<file path="src/rtl/onehot_rr_arbiter.sv">
// Round-robin arbiter with a registered one-hot grant, binary grant id and optional hold limit.
// Define ONEHOT_ARB_CHECK_EN to build in the sticky one-hot checker behind onehot_err.
module onehot_rr_arbiter #(
    parameter int NUM_REQ  = 8,
    parameter int MAX_HOLD = 0,
    parameter int ID_W     = $clog2(NUM_REQ)
) (
    input  logic               clk,
    input  logic               rst_n,
    input  logic [NUM_REQ-1:0] req,
    input  logic               release_i,
    output logic [NUM_REQ-1:0] grant,
    output logic               grant_valid,
    output logic [ID_W-1:0]    grant_id,
    output logic               timeout_o,
    output logic               onehot_err
);

    // state   | meaning
    // IDLE    | no owner; pick the next requester upward from ptr
    // GRANTED | grant held until release, withdrawal or hold limit
    localparam logic [0:0] ST_IDLE    = 1'b0;
    localparam logic [0:0] ST_GRANTED = 1'b1;

    localparam int HOLD_W = (MAX_HOLD > 0) ? $clog2(MAX_HOLD + 1) : 1;

    logic [0:0]        state;
    logic [ID_W-1:0]   ptr;
    logic [ID_W-1:0]   win_id;
    logic [ID_W-1:0]   next_ptr;
    logic              win_found;
    logic [HOLD_W-1:0] hold_cnt;
    logic              hold_hit;
    logic              owner_req;
    logic              release_any;
    int                scan_idx;

    // Scan downward in offset so the lowest offset from ptr is the last write and wins.
    always_comb begin
        win_found = 1'b0;
        win_id    = '0;
        scan_idx  = 0;
        for (int i = NUM_REQ - 1; i >= 0; i--) begin
            scan_idx = int'(ptr) + i;
            if (scan_idx >= NUM_REQ) begin
                scan_idx = scan_idx - NUM_REQ;
            end
            if (req[scan_idx[ID_W-1:0]]) begin
                win_found = 1'b1;
                win_id    = scan_idx[ID_W-1:0];
            end
        end
    end

    generate
        if (MAX_HOLD > 0) begin : g_hold
            assign hold_hit = (hold_cnt == HOLD_W'(MAX_HOLD - 1));
        end else begin : g_no_hold
            assign hold_hit = 1'b0;
        end
    endgenerate

    assign owner_req   = req[grant_id];
    assign release_any = (state == ST_GRANTED) && (release_i || !owner_req || hold_hit);
    assign timeout_o   = (state == ST_GRANTED) && hold_hit && !release_i && owner_req;
    assign next_ptr    = (grant_id == ID_W'(NUM_REQ - 1)) ? '0 : grant_id + ID_W'(1);

    always_ff @(posedge clk or negedge rst_n) begin
        if (!rst_n) begin
            state       <= ST_IDLE;
            grant       <= '0;
            grant_valid <= 1'b0;
            grant_id    <= '0;
            ptr         <= '0;
            hold_cnt    <= '0;
        end else begin
            case (state)
                ST_IDLE: begin
                    if (win_found) begin
                        grant       <= NUM_REQ'(1) << win_id;
                        grant_id    <= win_id;
                        grant_valid <= 1'b1;
                        hold_cnt    <= '0;
                        state       <= ST_GRANTED;
                    end
                end
                ST_GRANTED: begin
                    if (release_any) begin
                        grant       <= '0;
                        grant_valid <= 1'b0;
                        ptr         <= next_ptr;
                        hold_cnt    <= '0;
                        state       <= ST_IDLE;
                    end else if (MAX_HOLD > 0) begin
                        hold_cnt <= hold_cnt + HOLD_W'(1);
                    end
                end
                default: begin
                    state <= ST_IDLE;
                end
            endcase
        end
    end

`ifdef ONEHOT_ARB_CHECK_EN
    logic onehot_bad;

    assign onehot_bad = ((grant & (grant - NUM_REQ'(1))) != '0) ||
                        (grant_valid != (grant != '0));

    always_ff @(posedge clk or negedge rst_n) begin
        if (!rst_n) begin
            onehot_err <= 1'b0;
        end else if (onehot_bad) begin
            onehot_err <= 1'b1;
        end
    end

    always @(posedge clk) begin
        if (rst_n && onehot_bad) begin
            $error("onehot_rr_arbiter: grant %h not one-hot or grant_valid inconsistent", grant);
        end
    end
`else
    assign onehot_err = 1'b0;
`endif

endmodule

</file>
<file path="config.mk">
export PLATFORM = sky130hd
export DESIGN_NAME = onehot_rr_arbiter
export DESIGN_NICKNAME = d
export VERILOG_FILES = /design/src/rtl/onehot_rr_arbiter.sv
export SDC_FILE = /design/constraint.sdc
export NUM_CORES = 1
export LEC_CHECK = 0
export ABC_CLOCK_PERIOD_IN_PS = 3100
export BUFFER_PORTS_ARGS = -buffer_cell sky130_fd_sc_hd__buf_2
export CAP_MARGIN = 20
export CORE_MARGIN = 5
export CORE_UTILIZATION = 47
export CTS_BUF_LIST = sky130_fd_sc_hd__clkbuf_4
export CTS_CLUSTER_DIAMETER = 200
export DETAILED_ROUTE_END_ITERATION = 10
export PLACE_DENSITY_LB_ADDON = 0.2
export SLEW_MARGIN = 40
export SYNTH_ARGS = -nofsm -noshare
export SYNTH_HDL_FRONTEND = slang
export SYNTH_SLANG_ARGS = --single-unit
</file>
<file path="constraint.sdc">
create_clock -name clk -period 3.1 [get_ports clk]
set_input_delay 0.155 -clock clk [delete_from_list [all_inputs] [get_ports clk]]
set_output_delay 0.155 -clock clk [all_outputs]
set_load 0.05 [all_outputs]
</file>
Yosys cells after proc, flatten, opt, wreduce, memory -nomap -nowiden
Index checks and enable logic that the tools add are counted.
{"block": "totals", "output_inout_bits": 14, "in_bits": 11, "ff_bits": 16}
{"block": "op_classes", "n_shift": 1, "mux": 52, "n_reduce_logical": 6, "n_addsub": 16, "n_bitwise": 1, "n_eq_ne": 3, "magnitude_cmp": 17}
{"op": "two-way mux 3 bit", "n": 17}
{"op": "< comparator 3 x 4 -> 1 bit, second input constant", "n": 9}
{"op": "greater-or-equal comparator 4 bit, second input constant", "n": 7}
{"op": "binary-select mux 1 bit (select 3 bit)", "n": 9}
{"op": "subtractor 3 x 1 -> 3 bit, second input constant", "n": 8}
{"op": "two-way mux 1 bit", "n": 21}
{"op": "adder 3 x 3 -> 4 bit, second input constant", "n": 4}
{"op": "two-way mux 8 bit", "n": 2}
{"op": "one-hot mux 8 bit (2 select lines)", "n": 1}
{"op": "adder 3 x 2 -> 4 bit, second input constant", "n": 2}
{"op": "left shift 1 x 3 -> 8 bit, first input constant", "n": 1}
{"op": "AND reduction 2 bit", "n": 3}
{"op": "adder 3 x 1 -> 4 bit, second input constant", "n": 1}
{"op": "greater-or-equal comparator 3 x 4 -> 1 bit, second input constant", "n": 1}
{"op": "one-hot mux 1 bit (2 select lines)", "n": 2}
{"op": "adder 3 x 1 -> 3 bit, second input constant", "n": 1}
{"op": "equality test 3 bit, second input constant", "n": 1}
{"op": "inequality test 2 x 1 -> 1 bit, second input constant", "n": 1}
{"op": "inequality test 2 bit, second input constant", "n": 1}
{"op": "logical AND 1 bit", "n": 1}
{"op": "zero test 1 bit", "n": 1}
{"op": "logical OR 1 bit", "n": 1}
{"op": "NOT 1 bit", "n": 1}

Depth between registers and ports, before layout
Gate-level depths: netlist of the first run.
{"block": "logic_depth", "word_depth": 16, "mapped_depth": 13, "depth_no_buf": 8}

Least setup slack after synthesis of the first run
Ideal clock, no wire load.
{"block": "synth_path", "kind": "flip-flop to flip-flop", "start": "register ptr[0]", "end": "register grant[2]", "setup_time_ps": 110, "path_stages_with_launch": 13, "setup_slack_ps": -349, "period_less_slack_ps": 3449, "t_required_ps": 2990, "arrival_time_ps": 3339, "cell_sequence": "dfrtp_1 > buf_6 > buf_4 > buf_2 > clkinv_1 > ha_1 > clkbuf_1 > mux4_2 > mux2_2 > or4_1 > o2111ai_2 > a21oi_2 > o41ai_1"}
{"block": "synth_between", "elab_chain_cells": 16}
{"element": "from (decl)", "line_no": "28", "text": "logic [ID_W-1:0] ptr;"}
{"element": "from (signal assigned)", "line_no": "91", "text": "ptr <= next_ptr;"}
{"element": "adder 3 x 3 -> 4 bit", "line_no": "44", "text": "scan_idx = int'(ptr) + i;"}
{"element": "greater-or-equal comparator 4 bit / subtractor 3 x 1 -> 3 bit (equally long branches)", "line_no": "45, 46"}
{"element": "two-way mux 3 bit", "line_no": "45", "text": "if (scan_idx >= NUM_REQ) begin"}
{"element": "binary-select mux 1 bit (select 3 bit)", "line_no": "48", "text": "if (req[scan_idx[ID_W-1:0]]) begin"}
{"element": "two-way mux 1 bit (implied by the code)", "line_no": "48"}
{"element": "two-way mux 3 bit (8 in a row)", "line_no": "48"}
{"element": "left shift 1 x 3 -> 8 bit", "line_no": "80", "text": "grant <= NUM_REQ'(1) << win_id;"}
{"element": "two-way mux 8 bit", "line_no": "79", "text": "if (win_found) begin"}
{"element": "one-hot mux 8 bit (2 select lines)", "line_no": "77", "text": "case (state)"}
{"element": "to (signal assigned)", "line_no": "80"}
{"element": "to (decl)", "line_no": "12", "text": "output logic [NUM_REQ-1:0] grant,"}
Several ways; a longest one is shown, not always the timed one. The select of a mux whose other input is x is not followed.
A chain may end at the register's enable or synchronous reset.

Worst setup path after layout of the first run
{"block": "layout_path", "start": "register ptr[0]", "end": "register grant[1]"}
The elaborated chain is that of the path after synthesis.

==> results of run 1 <==
-- cell families (layout without fill, tap and decap cells) --
family,count (synthesis),count (layout),synth area share
DFF,16,16,0.222
other,1,2,0.00208
AOI/OAI and AO/OA,57,57,0.239
and+or+nand+nor,30,30,0.0805
muxes,42,42,0.344
xor gates and xnor gates,5,5,0.0243
adders and majority gates,4,4,0.0277
buffers and inverters,21,42,0.0610
-- flip-flops by register name, summed over array words and instances, names as in the netlist --
register,flops
grant,8
grant_id,3
state,1
ptr,3
grant_valid,1
-- cell usage after synthesis (2+ instances only) --
master / count
mux2i_1: 17
dfrtp_1: 16
mux4_2: 15
nand2_1: 12
o211ai_1: 10
clkbuf_1: 8
o41ai_1: 8
a21oi_1: 7
mux2_2: 7
a211oi_1: 5
nor2_1: 5
buf_2: 4
ha_1: 4
nor3_1: 4
o21ai_0: 4
a21o_1: 3
buf_4: 3
mux2_1: 3
o21ai_1: 3
o221ai_1: 3
xnor2_1: 3
a211o_1: 2
buf_6: 2
inv_1: 2
nand2b_1: 2
xor2_1: 2
-- repair_timing --
action	4_1_cts	5_1_grt
resized for setup	0	3
hold buffers	1	0
setup buffers	0	0
endpoints found under the hold margin	16	0
endpoints found under the setup margin	0	7
-- final cells by class --
| class | instances | share of cell area |
|---|---|---|
| Tap cell | 48 | 0.0292 |
| Clock buffer | 3 | 0.0109 |
| Multi-Input combinational cell | 140 | 0.645 |
| Sequential cell | 16 | 0.195 |
| Clock inverter | 1 | 0.00182 |
| Inverter | 4 | 0.00730 |
| Timing Repair Buffer | 34 | 0.111 |
-- layer usage --
metal / GRT usage / vias to the layer above / wire length, µm
met5: 0 / - / 0
li1: - / 757 / -
met2: 0.313 / 62 / 2270
met3: 0.0402 / 8 / 369
met1: 0.285 / 780 / 2050
met4: 0.0501 / 0 / 61
-- how the worst min path moves through the flow --
stage,slack (ps),cells after the start,endpoint
floorplan,-140,0,grant[0]$_DFFE_PN0P_
global placement,80,1,grant_valid$_DFFE_PN0P_
detailed placement,90,1,grant_valid$_DFFE_PN0P_
CTS,290,2,grant_valid$_DFFE_PN0P_
global route,330,2,state$_DFF_PN0_
finish,300,2,state$_DFF_PN0_
-- stage by stage --
stage	std cells	utilization	setup WS [ps]	cell area [µm²]
floorplan	177	-	11.0	1840
global placement	241	0.543	201	2000
detailed placement	241	0.543	134	2000
CTS	246	0.553	54.6	2040
global route	246	0.558	-24.1	2060
finish	246	0.558	150	2060
==> results.yml, run 1 <==
run_status:
  status: "finished, final reports clean"
synth:
  seq_area_frac_synth: 0.222
  syn_area_um2: 1800
  synth_seq_cells: 16
  synth_area_leaders: "dfrtp_1 22%, mux4_2 19%, mux2i_1 9.4%"
  async_flop_share: 1.00
  synth_flop_cell: "dfrtp_1"
  ys_types: 48
  avgSynthCellArea_um2: 10.3
  synth_top_area_share: 0.222
  synth.largest_area_cell: "dfrtp_1"
  synth-edff-count: 0
  ys_warn_count: 0
  postSynthCellCount: 176
routing:
  drt-initial-drc-count: 165
  post_drt_via_cell_ratio: 6.53
  finalWirelength_um: 4750
  drc_errors: 0
  postRouteAntennaNets: 0
  vias: 1607
  wire_per_inst_um: 19.3
  drtPass1Iterations: 4
die:
  num_rows: 22
  die_w_um: 72.0
  dieArea_um2: 5180
  die_h_um: 72.0
  start_util: 0.489
  ios: 25
  core_um2: 3690
sta:
  slew_violations: 0
  setup_tns_ps: 0
  rsz0062_at_grt: "yes"
  hold_viol: 0
  post-route-period-util: 0.952
  slew_headroom: 0.603
  timing.fmax_ghz: 0.339
  finalSetupViolCount: 0
  clock_skew_ps: 7.84
  whs_ps: 295
  worst_slew_pin_slew_ps: 591
  finalCriticalPeriod_ps: 2950
worst_hold_path:
  hold_class: "in -> async"
placed_design:
  dp_hpwl_um: 3580
  gp_congestion: 0.988
  portBuffers: 22
critical_path:
  worstSetupStartpoint: "ptr[0]$_DFFE_PN0P_"
  cpLargestDelayFamily: "compound AO/OA/AOI/OAI gates"
  crit_path_frequent_cell: "a21o_1"
  critPathBufInv: 1
  r2r_slack_ps: 150
  cp_max_fo: 5
  crit_chain: "clkinv_1 > ha_4 > mux4_2 > a21o_1 > a211o_1 > a221o_1 > a21o_1 > o41ai_1"
  cp-endpoint: "grant[1]$_DFFE_PN0P_"
  crit_type: "reg -> reg"
  end_kind: "flip-flop"
  critPathMaxStageDelay_ps: 410
  slowest_stage: "dfrtp_1"
  rr_startpoint: "ptr[0]$_DFFE_PN0P_"
  arrival_ps: 3120
  rr_endpoint: "grant[1]$_DFFE_PN0P_"
  r2r_cells: 8
  startpoint_type: "flip-flop"
  crit_cells: 8
  critPathRequiredTime_ps: 3270
cts:
  cts_htree_levels: 1
  cts_made_buffers: 3
  clock-sinks: 16
  cts_buffer_depth: 2
  clk_pin_slew_ps: 90
  clk_latency_ps: 290
  cts_tree: "built"
  cts_root_buf: "clkbuf_4"
global_routing:
  grt_usage: 0.200
  grt_pass1_wl_um: 8370
  grt_pass1_vias: 1667
  antenna_found_initial: 0
  grt_overflow: 0
  grt_max_degree: 27
finish:
  antenna_cells: 0
  regArea_um2: 400
  multi_input_area_um2: 1330
  layout_common_cells: "22 x buf_2, 17 x mux2i_1, 16 x dfrtp_1"
  final_common_cell: "buf_2"
  fillers: 334
  fin_nets: 214
  syn2layout_area_growth_pct: 14.0
  drive_gt1_frac: 0.328
job:
  cap_viol_max_count: 0
Power of run 1 is not shown: default switching activity piles up to over one toggle a cycle in this logic, so the estimate is an artifact.
==> run 2, diff against run 1 <==
Settings changed: ABC_AREA set to 1.
==> results.yml, run 2 <==
die:
  core_um2: 3050
  die_h_um: 66.5
  ios: 25
  num_rows: 20
  dieArea_um2: 4420
  die_w_um: 66.5
  start_util: 0.491
routing:
  post_drt_via_cell_ratio: 5.08
  vias: 1484
  wire_per_inst_um: 12.2
  postRouteAntennaNets: 0
  drtPass1Iterations: 5
  finalWirelength_um: 3550
  drt-initial-drc-count: 117
  drc_errors: 0
synth:
  synth_adder_area_share: 0.0334
  ys_warn_count: 0
  synth_top_area_share: 0.267
  synth-compound-area-share: 0.0752
  synth_flop_cell: "dfrtp_1"
  synth_top_family_by_area: "simple AND/OR/NAND/NOR gates"
  synth.area.mux_share: 0.0134
  postSynthCellCount: 226
  synth_area_leaders: "dfrtp_1 27%, nand2_1 20%, nand3_1 12%"
  synth-edff-count: 0
  async_flop_share: 1.00
  synth-xor-area-share: 0.0184
  yosysMostFrequentCell: "nand2_1"
  synth-simple-area-share: 0.476
  seq_area_frac_synth: 0.267
  ys_types: 28
  syn_area_um2: 1500
  synth_common_cells: "81 x nand2_1, 37 x nand3_1, 19 x inv_1, 16 x dfrtp_1"
  synth_seq_cells: 16
  synth.largest_area_cell: "dfrtp_1"
  avgSynthCellArea_um2: 6.63
cts:
  cts_tree: "built"
  hold_buffers: 1
  ctsResizeCount: 0
  clock-sinks: 16
  cts_made_buffers: 3
  clk_pin_slew_ps: 80
  cts_buffer_depth: 2
  cts_root_buf: "clkbuf_4"
  cts_htree_levels: 1
  clk_latency_ps: 290
  post-cts-setup-buffer-count: 0
critical_path:
  cp_max_fo: 13
  cpLargestDelayFamily: "simple AND/OR/NAND/NOR gates"
  crit_type: "reg -> reg"
  arrival_ps: 2800
  critPathMaxStageDelay_ps: 600
  crit_chain: "inv_2 > ha_1 > inv_2 > nand3_1 > nand3_1 > nand2_1 > nor2_1 > nand4_2 > nand2_4 > nor2_1 > nand2_1 > inv_2 > nand3_1 > nand2_1"
  slowest_stage: "dfrtp_1"
  critPathBufInv: 3
  end_kind: "flip-flop"
  critPathRequiredTime_ps: 3290
  startpoint_type: "flip-flop"
sta:
  rsz0062_at_grt: "no"
  timing.fmax_ghz: 0.382
  finalCriticalPeriod_ps: 2620
  clock_skew_ps: 0.543
  setup_tns_ps: 0
  finalSetupViolCount: 0
  post-route-period-util: 0.845
  slew_violations: 0
  hold_viol: 0
finish:
  regArea_um2: 400
  top_regs: "grant (8), grant_id (3), ptr (3)"
  largest_reg_flops: 8
  fillers: 324
  fin_nets: 265
  multi_input_area_um2: 931
  drive_gt1_frac: 0.238
  regMostFlops: "grant"
  antenna_cells: 0
  layout_common_cells: "81 x nand2_1, 37 x nand3_1, 22 x buf_2"
  final_common_cell: "nand2_1"
  syn2layout_area_growth_pct: 10.4
run_status:
  status: "finished, final reports clean"
worst_hold_path:
  hold_class: "in -> reg"
global_routing:
  grt_pass1_wl_um: 6010
  grt_pass1_vias: 1374
  grt_max_degree: 17
  antenna_found_initial: 0
  grt_usage: 0.176
  grt_overflow: 0
placed_design:
  dp_hpwl_um: 2910
  portBuffers: 22
  gp_congestion: 0.855
job:
  cap_viol_max_count: 0
[run 2: worst register-to-register path, stage by stage (launching register included)]
cell and delay, ps:
dfrtp_1 600, inv_2 160, ha_1 450, inv_2 130, nand3_1 120, nand3_1 110
nand2_1 130, nor2_1 150, nand4_2 170, nand2_4 140, nor2_1 50, nand2_1 100
inv_2 60, nand3_1 100, nand2_1 60
[run 2: path summary, 6_finish.rpt]
kind | start | endpoint | slack, ps | cells after the start
worst max register to register | ptr[0]$_DFFE_PN0P_ | grant[7]$_DFFE_PN0P_ | 480 | 14
worst max-delay path | ptr[0]$_DFFE_PN0P_ | grant[7]$_DFFE_PN0P_ | 480 | 14
max in group asynchronous | rst_n | grant_id[2]$_DFFE_PN0P_ | 2560 | 2
worst min register to register | grant_valid$_DFFE_PN0P_ | grant_valid$_DFFE_PN0P_ | 480 | 2
worst min-delay path | release_i | state$_DFF_PN0_ | 160 | 3
min in group asynchronous | rst_n | grant[7]$_DFFE_PN0P_ | 290 | 2
[run 2: per-stage QoR]
step	util	hold slack [ps]	instances	cell area, µm²	worst slack, ps
floorplan	-	-141	227	1500	1010
global placement	0.531	77.7	288	1620	549
detailed placement	0.531	82.6	288	1620	516
CTS	0.541	171	292	1650	495
global route	0.541	210	292	1650	270
finish	0.541	164	292	1650	482
[run 2: kinds of logic after synthesis]
kind of cell | Yosys count
buffers and inverters | 35
and+or+nand+nor | 148
xor gates and xnor gates | 1
adders and majority gates | 4
other | 1
muxes | 2
AOI/OAI and AO/OA | 19
DFF | 16
[run 2: area by class of cell]
cell class / count / area share
Timing Repair Buffer: 24 / 0.0772
Multi-Input combinational cell: 176 / 0.563
Tap cell: 44 / 0.0333
Inverter: 29 / 0.0704
Sequential cell: 16 / 0.242
Clock buffer: 3 / 0.0136
[run 2: layer usage]
layer	wire length (µm)	track usage	vias to the layer above
met5	0	0	-
met4	80	0.0812	0
met3	175	0.0118	9
met2	1650	0.286	52
met1	1640	0.237	655
li1	-	-	768
Power of run 2 is left out for the same reason.
